### src/rtl/mem_ctrl_pkg.sv
// Shared definitions for the RAM access arbiter: FSM states, port selects
// and RAM geometry.
package mem_ctrl_pkg;

  typedef enum logic [1:0] {
    IDLE   = 2'd0,
    SETUP  = 2'd1,
    STROBE = 2'd2,
    DONE   = 2'd3
  } state_e;

  // Port select encoding carried from the grant to the ack stage.
  localparam logic SEL_IF  = 1'b0;
  localparam logic SEL_MEM = 1'b1;

  localparam int DEPTH_DEFAULT        = 256;
  localparam int RAM_ADDR_BITS        = 8;
  localparam int STARVE_LIMIT_DEFAULT = 4;

endpackage

### src/rtl/mem_arb_prio.sv
// Grant decision between the IF and MEM ports. MEM wins ties until it has
// taken STARVE_LIMIT consecutive grants over a waiting IF, then IF is forced.
module mem_arb_prio
  import mem_ctrl_pkg::*;
#(
  parameter int STARVE_LIMIT = STARVE_LIMIT_DEFAULT
) (
  input  logic clk,
  input  logic reset,
  input  logic if_req,
  input  logic mem_req,
  input  logic arb_en,
  output logic grant_valid,
  output logic grant_sel
);

  localparam int CW = $clog2(STARVE_LIMIT + 1);
  localparam logic [CW-1:0] LIMIT = CW'(STARVE_LIMIT);

  logic [CW-1:0] starve_cnt_q;
  logic [CW-1:0] starve_cnt_d;

  // Grant selection and next starvation count; only active while the FSM idles.
  always_comb begin
    grant_valid  = 1'b0;
    grant_sel    = SEL_IF;
    starve_cnt_d = starve_cnt_q;
    if (arb_en) begin
      if (mem_req && if_req) begin
        grant_valid = 1'b1;
        if (starve_cnt_q < LIMIT) begin
          grant_sel    = SEL_MEM;
          starve_cnt_d = starve_cnt_q + 1'b1;
        end else begin
          grant_sel    = SEL_IF;
          starve_cnt_d = '0;
        end
      end else if (mem_req) begin
        // IF is not waiting, so nothing is being starved.
        grant_valid  = 1'b1;
        grant_sel    = SEL_MEM;
        starve_cnt_d = '0;
      end else if (if_req) begin
        grant_valid  = 1'b1;
        grant_sel    = SEL_IF;
        starve_cnt_d = '0;
      end else begin
        starve_cnt_d = '0;
      end
    end
  end

  // Starvation counter register.
  always_ff @(posedge clk) begin
    if (reset) begin
      starve_cnt_q <= '0;
    end else begin
      starve_cnt_q <= starve_cnt_d;
    end
  end

endmodule

### src/rtl/mem_access_arbiter.sv
// Shares one word-addressed RAM between the IF and MEM ports. Every access
// walks IDLE -> SETUP -> STROBE -> DONE so address, direction and data are
// stable before Enable rises and stay stable until after it falls.
module mem_access_arbiter
  import mem_ctrl_pkg::*;
#(
  parameter int DEPTH        = DEPTH_DEFAULT,
  parameter int STARVE_LIMIT = STARVE_LIMIT_DEFAULT
) (
  input  logic        clk,
  input  logic        reset,
  input  logic        if_req,
  input  logic [31:0] if_addr,
  output logic        if_ack,
  output logic [31:0] if_rdata,
  output logic        if_err,
  input  logic        mem_req,
  input  logic        mem_rw,
  input  logic [31:0] mem_addr,
  input  logic [31:0] mem_wdata,
  output logic        mem_ack,
  output logic [31:0] mem_rdata,
  output logic        mem_err,
  output logic        ram_en,
  output logic        ram_rw,
  output logic [31:0] ram_addr,
  output logic [31:0] ram_din,
  input  logic [31:0] ram_dout,
  output logic        busy
);

  localparam logic [31:0] DEPTH_W = 32'(DEPTH);

  state_e      state_q;
  logic        sel_q;
  logic        ram_en_q;
  logic        ram_rw_q;
  logic [31:0] ram_addr_q;
  logic [31:0] ram_din_q;
  logic        if_ack_q;
  logic        if_err_q;
  logic [31:0] if_rdata_q;
  logic        mem_ack_q;
  logic        mem_err_q;
  logic [31:0] mem_rdata_q;

  logic        grant_valid;
  logic        grant_sel;
  logic [31:0] grant_addr;
  logic        grant_legal;

  mem_arb_prio #(
    .STARVE_LIMIT(STARVE_LIMIT)
  ) u_prio (
    .clk        (clk),
    .reset      (reset),
    .if_req     (if_req),
    .mem_req    (mem_req),
    .arb_en     (state_q == IDLE),
    .grant_valid(grant_valid),
    .grant_sel  (grant_sel)
  );

  // Address of whichever port wins this cycle, and its range check.
  always_comb begin
    grant_addr  = (grant_sel == SEL_MEM) ? mem_addr : if_addr;
    grant_legal = (grant_addr < DEPTH_W);
  end

  // Access sequencer; all RAM-side and port-side outputs are registered here.
  always_ff @(posedge clk) begin
    if (reset) begin
      state_q     <= IDLE;
      sel_q       <= SEL_IF;
      ram_en_q    <= 1'b0;
      ram_rw_q    <= 1'b0;
      ram_addr_q  <= '0;
      ram_din_q   <= '0;
      if_ack_q    <= 1'b0;
      if_err_q    <= 1'b0;
      if_rdata_q  <= '0;
      mem_ack_q   <= 1'b0;
      mem_err_q   <= 1'b0;
      mem_rdata_q <= '0;
    end else begin
      // Acks and errors are single-cycle pulses unless set below.
      if_ack_q  <= 1'b0;
      if_err_q  <= 1'b0;
      mem_ack_q <= 1'b0;
      mem_err_q <= 1'b0;
      ram_en_q  <= 1'b0;
      case (state_q)
        IDLE: begin
          if (grant_valid) begin
            sel_q <= grant_sel;
            if (grant_legal) begin
              // The IF port is read-only, so its direction is forced to read.
              ram_addr_q <= grant_addr;
              ram_rw_q   <= (grant_sel == SEL_MEM) ? mem_rw : 1'b0;
              ram_din_q  <= (grant_sel == SEL_MEM) ? mem_wdata : 32'd0;
              state_q    <= SETUP;
            end else begin
              // Out-of-range: answer immediately without touching the RAM.
              if (grant_sel == SEL_MEM) begin
                mem_ack_q <= 1'b1;
                mem_err_q <= 1'b1;
              end else begin
                if_ack_q <= 1'b1;
                if_err_q <= 1'b1;
              end
              state_q <= DONE;
            end
          end
        end
        SETUP: begin
          ram_en_q <= 1'b1;
          state_q  <= STROBE;
        end
        STROBE: begin
          // Enable falls on entry to DONE; read data is captured on the same edge.
          if (sel_q == SEL_MEM) begin
            mem_ack_q <= 1'b1;
            if (!ram_rw_q) begin
              mem_rdata_q <= ram_dout;
            end
          end else begin
            if_ack_q   <= 1'b1;
            if_rdata_q <= ram_dout;
          end
          state_q <= DONE;
        end
        DONE: begin
          state_q <= IDLE;
        end
        default: begin
          state_q <= IDLE;
        end
      endcase
    end
  end

  assign ram_en    = ram_en_q;
  assign ram_rw    = ram_rw_q;
  assign ram_addr  = ram_addr_q;
  assign ram_din   = ram_din_q;
  assign if_ack    = if_ack_q;
  assign if_err    = if_err_q;
  assign if_rdata  = if_rdata_q;
  assign mem_ack   = mem_ack_q;
  assign mem_err   = mem_err_q;
  assign mem_rdata = mem_rdata_q;
  assign busy      = (state_q != IDLE);

endmodule

### config.mk
export PLATFORM = sky130hd
export DESIGN_NAME = mem_access_arbiter
export DESIGN_NICKNAME = d
export VERILOG_FILES = /design/src/rtl/mem_ctrl_pkg.sv /design/src/rtl/mem_arb_prio.sv /design/src/rtl/mem_access_arbiter.sv
export SDC_FILE = /design/constraint.sdc
export NUM_CORES = 1
export LEC_CHECK = 0
export ABC_AREA = 1
export CAP_MARGIN = 20
export CORE_UTILIZATION = 35
export CTS_CLUSTER_SIZE = 40
export DETAILED_ROUTE_END_ITERATION = 8
export PLACE_DENSITY = 0.74
export SLEW_MARGIN = 30
export SYNTH_ARGS = -nofsm -noshare
export SYNTH_HDL_FRONTEND = slang
export SYNTH_SLANG_ARGS = --single-unit
### constraint.sdc
create_clock -name clk -period 3.3 [get_ports clk]
set_clock_uncertainty 0.2 [all_clocks]
set_input_delay 0.66 -clock clk [delete_from_list [all_inputs] [get_ports clk]]
set_output_delay 0.66 -clock clk [all_outputs]
set_load 0.005 [all_outputs]
Yosys cells after proc, flatten, opt, wreduce, memory -nomap -nowiden
Cells that the tools add are included.

Register bits after elaboration: 140. Output and inout port bits: 135. Word-level logic and storage cells: 58.

Add/subtract/negate cells: 1. $lt $le $gt $ge: 2. Equal/unequal tests: 4. Mux-type cells: 27. Bitwise gates (word level): 3. Reductions and logical operators: 8.

Operators with widths (number): two-way mux 32 bit (2); < comparator 32 x 9 -> 1 bit (second input constant) (1); two-way mux 1 bit (18); one-hot mux 2 bit (4 select lines) (1); two-way mux 3 bit (2); AND reduction 3 bit (2); == test 2 bit (second input constant) (2); two-way mux 2 bit (2); one-hot mux 1 bit (2 select lines) (2); AND reduction 2 bit (2); adder 3 x 1 -> 3 bit (second input constant) (1); < comparator 3 bit (second input constant) (1); NOT 1 bit (3); == test 2 x 1 -> 1 bit (second input constant) (1); zero test 2 bit (1); inequality test 2 bit (second input constant) (1); nonzero test 2 bit (1); OR reduction 2 bit (1); logical AND 1 bit (1).

Depth between registers and ports, before layout
Gate-level depths: netlist (run 1).

Depth in word-level cells: 9. Depth in mapped cells: 18. Depth with buffers taken out: 16.

Modules after synthesis
From an unflattened synthesis (run 1), not the netlist that was laid out.

Cell total of the unflattened synthesis: 789. Area total of the unflattened synthesis: 5575.3 µm².

By module, submodules not included: mem_access_arbiter (instances 1, cells an instance 767, area each 5424.0 µm²); mem_arb_prio (instances 1, cells an instance 22, area each 151.4 µm²).

Worst setup path after synthesis (run 1)
OpenSTA, ideal clock, no wires.

Path kind: input to register. From: input port if_req. To: register ram_addr_q[6] (netlist: ram_addr[6]). Data arrival time: 2088 ps. Required time: 2987 ps. Path slack: 899 ps. Stages: 15. Path buffers: 3. Cells stage by stage: nand2_1 -> inv_1 -> nor2_2 -> buf_4 -> nand2_1 -> nand2_1 -> nand2_1 -> nor2_1 -> nand2_1 -> nor2_2 -> nand3_2 -> buf_6 -> buf_2 -> nor2_1 -> nor2_1.

Longest elaborated chain between the ends: 6. Elaborated cells between the ends (all ways): 10. Those cells by class: order compare: 1; mux: 7; reduce/logical: 2.

RTL lines: start, declared (line mem_access_arbiter.sv:12) `input logic if_req,`; logical AND 1 bit (line mem_arb_prio.sv:29) `if (mem_req && if_req) begin`; two-way mux 1 bit (line mem_arb_prio.sv:29); two-way mux 1 bit (line mem_arb_prio.sv:28) `if (arb_en) begin`; two-way mux 32 bit (line mem_access_arbiter.sv:66) `grant_addr = (grant_sel == SEL_MEM) ? mem_addr : if_addr;`; < comparator 32 x 9 -> 1 bit (line mem_access_arbiter.sv:67) `grant_legal = (grant_addr < DEPTH_W);`; AND reduction 3 bit (no source line); end signal, assigned (line mem_access_arbiter.sv:98) `ram_addr_q <= grant_addr;`; end, declared (line mem_access_arbiter.sv:38) `logic [31:0] ram_addr_q;`.

Several ways; a longest one is shown, not always the timed one. A chain may end at the register's enable or synchronous reset.

Worst setup path after layout (run 1)
From: register state_q[0]. To: output port busy.

Longest elaborated chain between the ends: 1.

RTL lines: start, declared (line mem_access_arbiter.sv:34) `state_e state_q;`; start signal, assigned (line mem_access_arbiter.sv:73) `state_q <= IDLE;`; start signal, assigned (line mem_access_arbiter.sv:101) `state_q <= SETUP;`; start signal, assigned (line mem_access_arbiter.sv:111) `state_q <= DONE;`; nonzero test 2 bit (line mem_access_arbiter.sv:152) `assign busy = (state_q != IDLE);`; end, declared (line mem_access_arbiter.sv:29) `output logic busy`.

No other way between the ends.

==> out/results.md, run 1 <==
| Group | Item | Value |
|:---|:---|:---|
| outcome | Outcome | complete, no violations |
| detailed routing | Post-detailed-route via-to-cell ratio | 4.48 |
| global route | Via count of the first global-routing pass | 6003 |
| detailed routing | First drt pass iteration count | 4 |
| clock network | Clock Tree Buf Depth | 2 |
| pwr | Total internal power | 3.43 mW |
| logic synthesis | Flops & latches, synth | 140 |
| setup path | Kind of cell adding the most delay to the critical path | buffers and inverters |
| min path | Type of the worst min-delay path | reg2reg |
| min path | End point of the most critical hold path | ram_addr[12]$_SDFFE_PP0P_ |
| place | Number of buffers added on ports | 267 |
| pwr | Clock network fraction of total power | 0.340 |
| global route | Wire length of the first global-routing pass | 28800 um |
| detailed routing | Number of nets still failing antenna checks after routing | 0 |
| setup path | Kind of critical path | reg2out |
| logic synthesis | Area share of the largest cell type after synthesis | 0.469 |
| setup path | Crit path buffers/inverters | 3 |
| layout | Final antenna diode count | 0 |
| clock network | Clock tree from TritonCTS | done |
| pwr | Largest vdd supply drop | 0.335 mV |
| sta | Total Negative Setup Slacks | 0 ns |
| setup path | Required @ worst endpoint | 2.44 ns |
| layout | Filler-free cell count of the finished design | 1387 |
| place | Number of placed instances with taps included | 1359 |
| detailed routing | Number of violations reported at the end of detailed-routing iteration 0 | 261 |
| setup path | Crit path from | state_q[0]$_SDFFE_PP0P_ |
| sta | Number of setup violations in the final report | 0 |
| clock network | Deepest level of the CTS H-tree | 4 |
| logic synthesis | Mapped Area | 0.00598 mm^2 |
| detailed routing | Count of unresolved DRC violations after routing | 0 |
| pwr | Net Sw Frac | 0.297 |
| layout | Fill cell instance count of the final layout | 1587 |
| clock network | Number of gates given a new drive strength after cts | 0 |
| sta | Part of the cycle the worst path needs | 0.807 |
| sta | Slew of the pin with the lowest slew margin | 0.613 ns |
| clock network | # clock sinks | 140 |
| logic synthesis | Main flop type after synthesis | sky130_fd_sc_hd__dfxtp_1 |
| clock network | Buffers inserted during post-CTS setup optimization | 0 |
| sta | Hold violation count in the final report | 0 |
| run | Number of max-cap violations | 0 |
| logic synthesis | Cell with the most instances after synthesis | sky130_fd_sc_hd__nor2_1 |
| logic synthesis | Cell type contributing the most total cell area after synthesis | sky130_fd_sc_hd__dfxtp_1 |
| logic synthesis | Cells after Synth | 908 |
| global route | Initial antenna violation count | 0 |
| clock network | TritonCTS Buffers | 17 |
| detailed routing | Via count | 6215 |
| setup path | Worst path cell trace | inv_1 -> ha_1 -> inv_1 -> clkdlybuf4s50_1 |
| layout | Net count, final | 1295 |
| logic synthesis | Post-synth EDFFs | 0 |
| setup path | Element type at the critical path end | output port |
| die | Core box area | 0.0166 mm^2 |
| setup path | Slowest cell on the critical path | sky130_fd_sc_hd__clkdlybuf4s50_1 |
| pwr | Share of power burned in registers | 0.398 |
| logic synthesis | Syn nets | 1045 |
| min path | Number of cells traversed by the worst hold path | 2 |
| setup path | Largest stage delay on the critical path | 0.54 ns |
| die | I/O pin count | 268 |
| die | Initial standard-cell utilization of the core | 0.359 |
| clock network | Worst-skew pair later-pin latency | 0.40 ns |
| setup path | Reg-to-reg setup timing slack | 0.65 ns |
| layout | Synthesis-to-finish area growth | 55.9% |
| logic synthesis | Proportion of synthesized flip-flops having asynchronous set or reset | 0 |
| die | Die boundary height | 133 um |
| die | Site Rows | 47 |
| pwr | Pleak | 4.32 nW |
| setup path | Startpoint types | register |
| sta | Relative slew margins | 0.591 |
| detailed routing | DRT Wirelength | 17700 um |
| logic synthesis | Cells taking the most area after synthesis | sky130_fd_sc_hd__dfxtp_1 47%, sky130_fd_sc_hd__nor2_1 16%, sky130_fd_sc_hd__nand2_1 15%, sky130_fd_sc_hd__inv_1 6.2%, sky130_fd_sc_hd__o21ai_0 5.4% |
| global route | Leftover overflow at the end of global routing | 0 |
| clock network | Root buffer cell | sky130_fd_sc_hd__clkbuf_16 |
| setup path | Critical path's most frequent cell | sky130_fd_sc_hd__inv_1 |
| min path | HP Start | ram_addr[12]$_SDFFE_PP0P_ |
| die | Floorplan die area | 0.0176 mm^2 |
| global route | Pin count of the biggest net entering global routing | 93 |
| logic synthesis | Count of cell types in the netlist | 21 |
| die | Width of the die | 133 um |
| logic synthesis | Average cell area after synthesis | 6.59 um^2 |
| layout | Layout cells sized above 1 | 0.0480 |
| pwr | Combinational share of power | 0.262 |
| place | Final weighted congestion in routability-driven placement | 0.835 |
| setup path | Endpoint of the most critical register-to-register path | ram_addr[6]$_SDFFE_PP0P_ |
| clock network | Number of buffers inserted for hold repair after clock tree synthesis | 0 |
| detailed routing | Average wire per standard cell | 12.8 um |
| pwr | Psw | 1.45 mW |
| pwr | Power density cells | 523 mW/mm^2 |
| clock network | Clock slew at reported path FFs | 0.06 ns |
| sta | Clock period minus final worst setup slack | 2.66 ns |
| sta | Maximum clock frequency | 376 MHz |
| setup path | CP arrival | 1.80 ns |
| logic synthesis | Count of synthesis-stage warnings from yosys | 0 |
| place | Hpwl dp | 12500 um |
| logic synthesis | Part of the Yosys area used for sequential elements | 0.469 |
| setup path | Reg2reg path depth | 17 |
| sta | Pins Over Slew Limit | 0 |
| logic synthesis | Top cell types by occurrence after synthesis | 258 x sky130_fd_sc_hd__nor2_1, 234 x sky130_fd_sc_hd__nand2_1, 140 x sky130_fd_sc_hd__dfxtp_1, 99 x sky130_fd_sc_hd__inv_1, 65 x sky130_fd_sc_hd__o21ai_0 |
| setup path | Peak fanout along the critical path | 6 |
| sta | Unrepaired setup endpoints after global routing | no |
| global route | Total Routing Usage GR | 0.205 |
| setup path | Worst r2r src | state_q[1]$_SDFFE_PP0P_ |
-- power groups by stage --
stage	combinational, mW	sequential (mW)	clock, mW
after floorplan	0.578	1.98	0
after global placement	1.27	1.97	0
after detailed placement	1.28	1.97	0
after CTS	1.29	1.94	1.70
after global routing	1.42	1.96	1.76
final	1.28	1.94	1.66
-- area by class of cell --
class / instances / area, um^2 / share of cell area
clock buffers: 17 / 425 / 0.0456
multi-input cells: 615 / 2550 / 0.273
clock inverters: 11 / 77.6 / 0.00832
well taps: 220 / 275 / 0.0295
repair buffers: 284 / 2820 / 0.302
inverters: 100 / 375 / 0.0402
flip-flops and latches: 140 / 2800 / 0.301
-- state kept, by name, indices dropped and copies added, names as in the netlist, 2 cells and up --
register,cells
state_q,2
mem_rdata,32
if_rdata,32
u_prio.starve_cnt_q,3
ram_din,32
ram_addr,32
-- tightest hold or removal path: stages, from the launching register on --
cell and delay [ns]:
sky130_fd_sc_hd__dfxtp_1 0.31, sky130_fd_sc_hd__nand2_1 0.06, sky130_fd_sc_hd__nor2_1 0.03
-- routing by layer --
layer,share of wire,GRT usage,up-vias,wire (um)
met5,0,0,-,0
met4,0.017,0.0754,0,304
met3,0.079,0.0716,24,1390
met2,0.47,0.346,194,8320
met1,0.43,0.238,2774,7660
li1,-,-,3223,-
-- stage by stage --
stage | util | setup slack, ns | instance area (um^2) | hold slack (ns) | total power [mW]
final | 0.560 | 0.637 | 9330 | 0.235 | 4.88
after global placement | 0.530 | 0.311 | 8820 | 0.226 | 3.24
after detailed placement | 0.530 | 0.255 | 8820 | 0.227 | 3.25
after floorplan | - | 0.899 | 5980 | 0.234 | 2.56
after global routing | 0.560 | 0.361 | 9330 | 0.252 | 5.15
after CTS | 0.560 | 0.587 | 9330 | 0.237 | 4.93
-- cells in the final DEF, fill, tap and decap left out, drive strengths merged --
cell type and n:
clkbuf 17, ha 4, clkdlybuf4s50 266, dfxtp 140
a21oi 7, nor3 1, clkinv 7, nand4 14
nand3 18, buf 18, inv 101, nand2 236
o21ai 65, o221ai 1, a211oi 1, nand3b 7
nor2 261, clkinvlp 3
-- cells by family after synthesis --
kind of cell    Yosys count  share of synthesized area
fa+ha+maj                 4                    0.00837
buf+inv                 153                      0.106
simple gates            537                      0.354
flops                   140                      0.469
compound gates           74                     0.0630
-- worst max path at each step --
stage | to | slack, ns | cells past startpoint
after floorplan | ram_addr[6]$_SDFFE_PP0P_ | 0.90 | 15
after global placement | ram_din[2]$_SDFFE_PP0P_ | 0.31 | 16
after detailed placement | ram_addr[5]$_SDFFE_PP0P_ | 0.26 | 16
after CTS | busy | 0.59 | 4
after global routing | ram_din[23]$_SDFFE_PP0P_ | 0.36 | 17
final | busy | 0.64 | 4
Power figures use the tool's default switching activity.
==> run 2: changes to the inputs <==
Settings changed: PLACE_DENSITY 0.74 to 0.77.
Clock period 3.3 ns to 2.4 ns, I/O delays scaled along.
==> run 2 against run 1 <==
  * The flow now finishes with violations (negative setup slack)
  * Sequential share of layout area is 2.0 points lower
  * Combinational power is 63% higher
  * First-iteration DRC count is 5.7% higher
  * Core utilization is 4.1 points higher
  * Die area stayed put
  * Power is 47% higher
  * Flip-flop and latch count stayed put
  * Critical path depth is 14 higher
  * Critical endpoint is now ram_din[9]$_SDFFE_PP0P_
  * Highest routed layer unchanged
==> out/results.md, run 2 (synthesized netlist as in run 1, its figures left out) <==
| Group | Item | Value |
|:---|:---|:---|
| outcome | Outcome | complete, but fails checks |
| outcome | Violations in the final reports | negative setup slack |
| setup path | Reg2reg path depth | 18 |
| global route | Met2 capacity usage during global routing | 0.377 |
| global route | Via count of the first global-routing pass | 6120 |
| layout | Net count, final | 1327 |
| setup path | Logic depth of the worst setup path including buffers | 18 |
| detailed routing | DRT Wirelength | 19600 um |
| die | Width of the die | 133 um |
| place | Number of placed instances with taps included | 1377 |
| pwr | Net Sw Frac | 0.295 |
| detailed routing | Number of violations reported at the end of detailed-routing iteration 0 | 276 |
| layout | Commonest non-fill, non-tap cell in the layout | sky130_fd_sc_hd__clkdlybuf4s50_1 |
| pwr | Clock network fraction of total power | 0.335 |
| layout | Post-route cell area | 0.0100 mm^2 |
| layout | Utilization of the core after routing | 0.602 |
| sta | Relative slew margins | 0.478 |
| die | Floorplan die area | 0.0176 mm^2 |
| layout | Filler-free cell count of the finished design | 1420 |
| clock network | # clock sinks | 140 |
| setup path | Slowest cell on the critical path | sky130_fd_sc_hd__dfxtp_2 |
| pwr | Power density cells | 714 mW/mm^2 |
| clock network | TritonCTS Buffers | 17 |
| pwr | Combinational share of power | 0.292 |
| pwr | Pleak | 4.58 nW |
| setup path | Kind of cell adding the most delay to the critical path | simple AND/OR/NAND/NOR gates |
| sta | Part of the cycle the worst path needs | 1.04 |
| min path | Type of the worst min-delay path | reg2reg |
| detailed routing | Post-detailed-route via-to-cell ratio | 4.60 |
| clock network | Deepest level of the CTS H-tree | 4 |
| place | Number of buffers added on ports | 267 |
| sta | Pins Over Slew Limit | 0 |
| layout | Fill cell instance count of the final layout | 1486 |
| sta | Unrepaired setup endpoints after global routing | yes |
| die | Core box area | 0.0166 mm^2 |
| detailed routing | First drt pass iteration count | 4 |
| global route | Pin count of the biggest net entering global routing | 70 |
| global route | Total Routing Usage GR | 0.214 |
| setup path | Largest stage delay on the critical path | 0.34 ns |
| min path | Number of cells traversed by the worst hold path | 2 |
| global route | Wire length of the first global-routing pass | 29800 um |
| place | Hpwl dp | 13000 um |
| pwr | Total internal power | 5.04 mW |
| sta | Number of setup violations in the final report | 25 |
| setup path | Worst path cell trace | inv_2 -> ha_4 -> nand2_4 -> inv_6 -> buf_12 -> buf_4 -> nand3_2 -> nand2_2 -> inv_2 -> nand2_1 -> nor2_1 -> nand2_1 -> nor2_4 -> nand3_4 -> buf_12 -> clkbuf_16 -> nor2_1 -> nor2_1 |
| setup path | Element type at the critical path end | register |
| global route | Most Crowded Layer GR | met2 |
| pwr | Largest vdd supply drop | 0.480 mV |
| sta | Final Worst Setup Slack | -0.0878 ns |
| detailed routing | Count of unresolved DRC violations after routing | 0 |
| setup path | Critical path's most frequent cell | sky130_fd_sc_hd__nor2_1 |
| setup path | CP arrival | 2.59 ns |
| layout | Final antenna diode count | 0 |
| layout | Most frequent cells in the layout | 263 x sky130_fd_sc_hd__clkdlybuf4s50_1, 242 x sky130_fd_sc_hd__nor2_1, 201 x sky130_fd_sc_hd__nand2_1, 138 x sky130_fd_sc_hd__dfxtp_1, 95 x sky130_fd_sc_hd__inv_1 |
| sta | Fin Hold WS | 0.239 ns |
| setup path | Startpoint types | register |
| pwr | Share of power burned in registers | 0.373 |
| place | Placement-stage worst setup slack | -0.499 ns |
| sta | Slew of the pin with the lowest slew margin | 0.782 ns |
| global route | Met1 Use GR | 0.236 |
| sta | Maximum clock frequency | 402 MHz |
| run | Number of max-cap violations | 0 |
| layout | Flip-flop and latch area | 0.00281 mm^2 |
| clock network | Number of buffers inserted for hold repair after clock tree synthesis | 0 |
| sta | Clock period minus final worst setup slack | 2.49 ns |
| place | Cell area after placement | 0.00898 mm^2 |
| die | I/O pin count | 268 |
| detailed routing | Average wire per standard cell | 13.8 um |
| detailed routing | Via count | 6527 |
| clock network | Worst-skew pair later-pin latency | 0.40 ns |
| global route | Initial antenna violation count | 0 |
| layout | Synthesis-to-finish area growth | 67.5% |
| clock network | Clock slew at reported path FFs | 0.06 ns |
| global route | Met3 global-route usage | 0.0693 |
| place | Final weighted congestion in routability-driven placement | 0.827 |
| pwr | Psw | 2.11 mW |
| clock network | Root buffer cell | sky130_fd_sc_hd__clkbuf_16 |
| detailed routing | Number of nets still failing antenna checks after routing | 0 |
| setup path | Kind of critical path | reg2reg |
| clock network | Clock tree from TritonCTS | done |
| die | Die boundary height | 133 um |
| setup path | Crit path buffers/inverters | 7 |
| global route | Leftover overflow at the end of global routing | 0 |
| die | Initial standard-cell utilization of the core | 0.359 |
| sta | Hold violation count in the final report | 0 |
| layout | Layout cells sized above 1 | 0.120 |
| die | Site Rows | 47 |
| setup path | Peak fanout along the critical path | 13 |
| setup path | Required @ worst endpoint | 2.50 ns |
| layout | Area occupied by multi-input gates | 0.00277 mm^2 |
| clock network | Clock Tree Buf Depth | 2 |
-- run 2: per-stage QoR --
stage          setup TNS (ns)  total power [mW]
2_1_floorplan               0              3.52
3_3_place_gp           -27.61              4.57
3_5_place_dp           -31.66              4.60
4_1_cts               -0.0201              7.11
5_1_grt                 -4.79              7.55
6_report               -0.333              7.15
-- run 2: area by class of cell --
cell class	instances	area share
Clock buffer	19	0.0432
Clock inverter	10	0.00974
Inverter	100	0.0380
Multi-Input combinational cell	615	0.276
Sequential cell	140	0.280
Tap cell	220	0.0275
Timing Repair Buffer	316	0.325
-- run 2: repair_timing --
item / in CTS / in global routing
endpoints found under the setup margin: 66 / 69
pin swaps: 0 / 25
resized for setup: 23 / 66
buffers inserted: 4 / 4
cloned: 3 / 4
-- run 2: worst reg2reg max path, cell delays in order, from the launching register on --
cell	delay, ns
sky130_fd_sc_hd__dfxtp_2	0.34
sky130_fd_sc_hd__inv_2	0.05
sky130_fd_sc_hd__ha_4	0.17
sky130_fd_sc_hd__nand2_4	0.09
sky130_fd_sc_hd__inv_6	0.05
sky130_fd_sc_hd__buf_12	0.13
sky130_fd_sc_hd__buf_4	0.13
sky130_fd_sc_hd__nand3_2	0.06
sky130_fd_sc_hd__nand2_2	0.06
sky130_fd_sc_hd__inv_2	0.04
sky130_fd_sc_hd__nand2_1	0.04
sky130_fd_sc_hd__nor2_1	0.09
sky130_fd_sc_hd__nand2_1	0.10
sky130_fd_sc_hd__nor2_4	0.15
sky130_fd_sc_hd__nand3_4	0.11
sky130_fd_sc_hd__buf_12	0.18
sky130_fd_sc_hd__clkbuf_16	0.18
sky130_fd_sc_hd__nor2_1	0.14
sky130_fd_sc_hd__nor2_1	0.06
-- run 2: power groups by stage --
stage / Combinational, mW / Sequential, mW / Clock (mW)
detailed placement: 1.89 / 2.71 / 0
global route: 2.29 / 2.70 / 2.56
CTS: 1.98 / 2.67 / 2.46
finish: 2.09 / 2.67 / 2.40
floorplan: 0.795 / 2.73 / 0
global placement: 1.87 / 2.70 / 0
-- run 2: worst paths after layout --
| check | from | endpoint | slack, ns |
|---|---|---|---|
| max | state_q[0]$_SDFFE_PP0P_ | ram_din[9]$_SDFFE_PP0P_ | -0.09 |
| max reg2reg | state_q[0]$_SDFFE_PP0P_ | ram_din[9]$_SDFFE_PP0P_ | -0.09 |
| min | ram_addr[11]$_SDFFE_PP0P_ | ram_addr[11]$_SDFFE_PP0P_ | 0.24 |
| min reg2reg | ram_addr[11]$_SDFFE_PP0P_ | ram_addr[11]$_SDFFE_PP0P_ | 0.24 |
-- run 2: per-layer routing --
metal	routed length, um	up-vias
met4	559	0
met1	7940	2934
met2	9490	247
li1	-	3305
met5	0	-
met3	1590	41
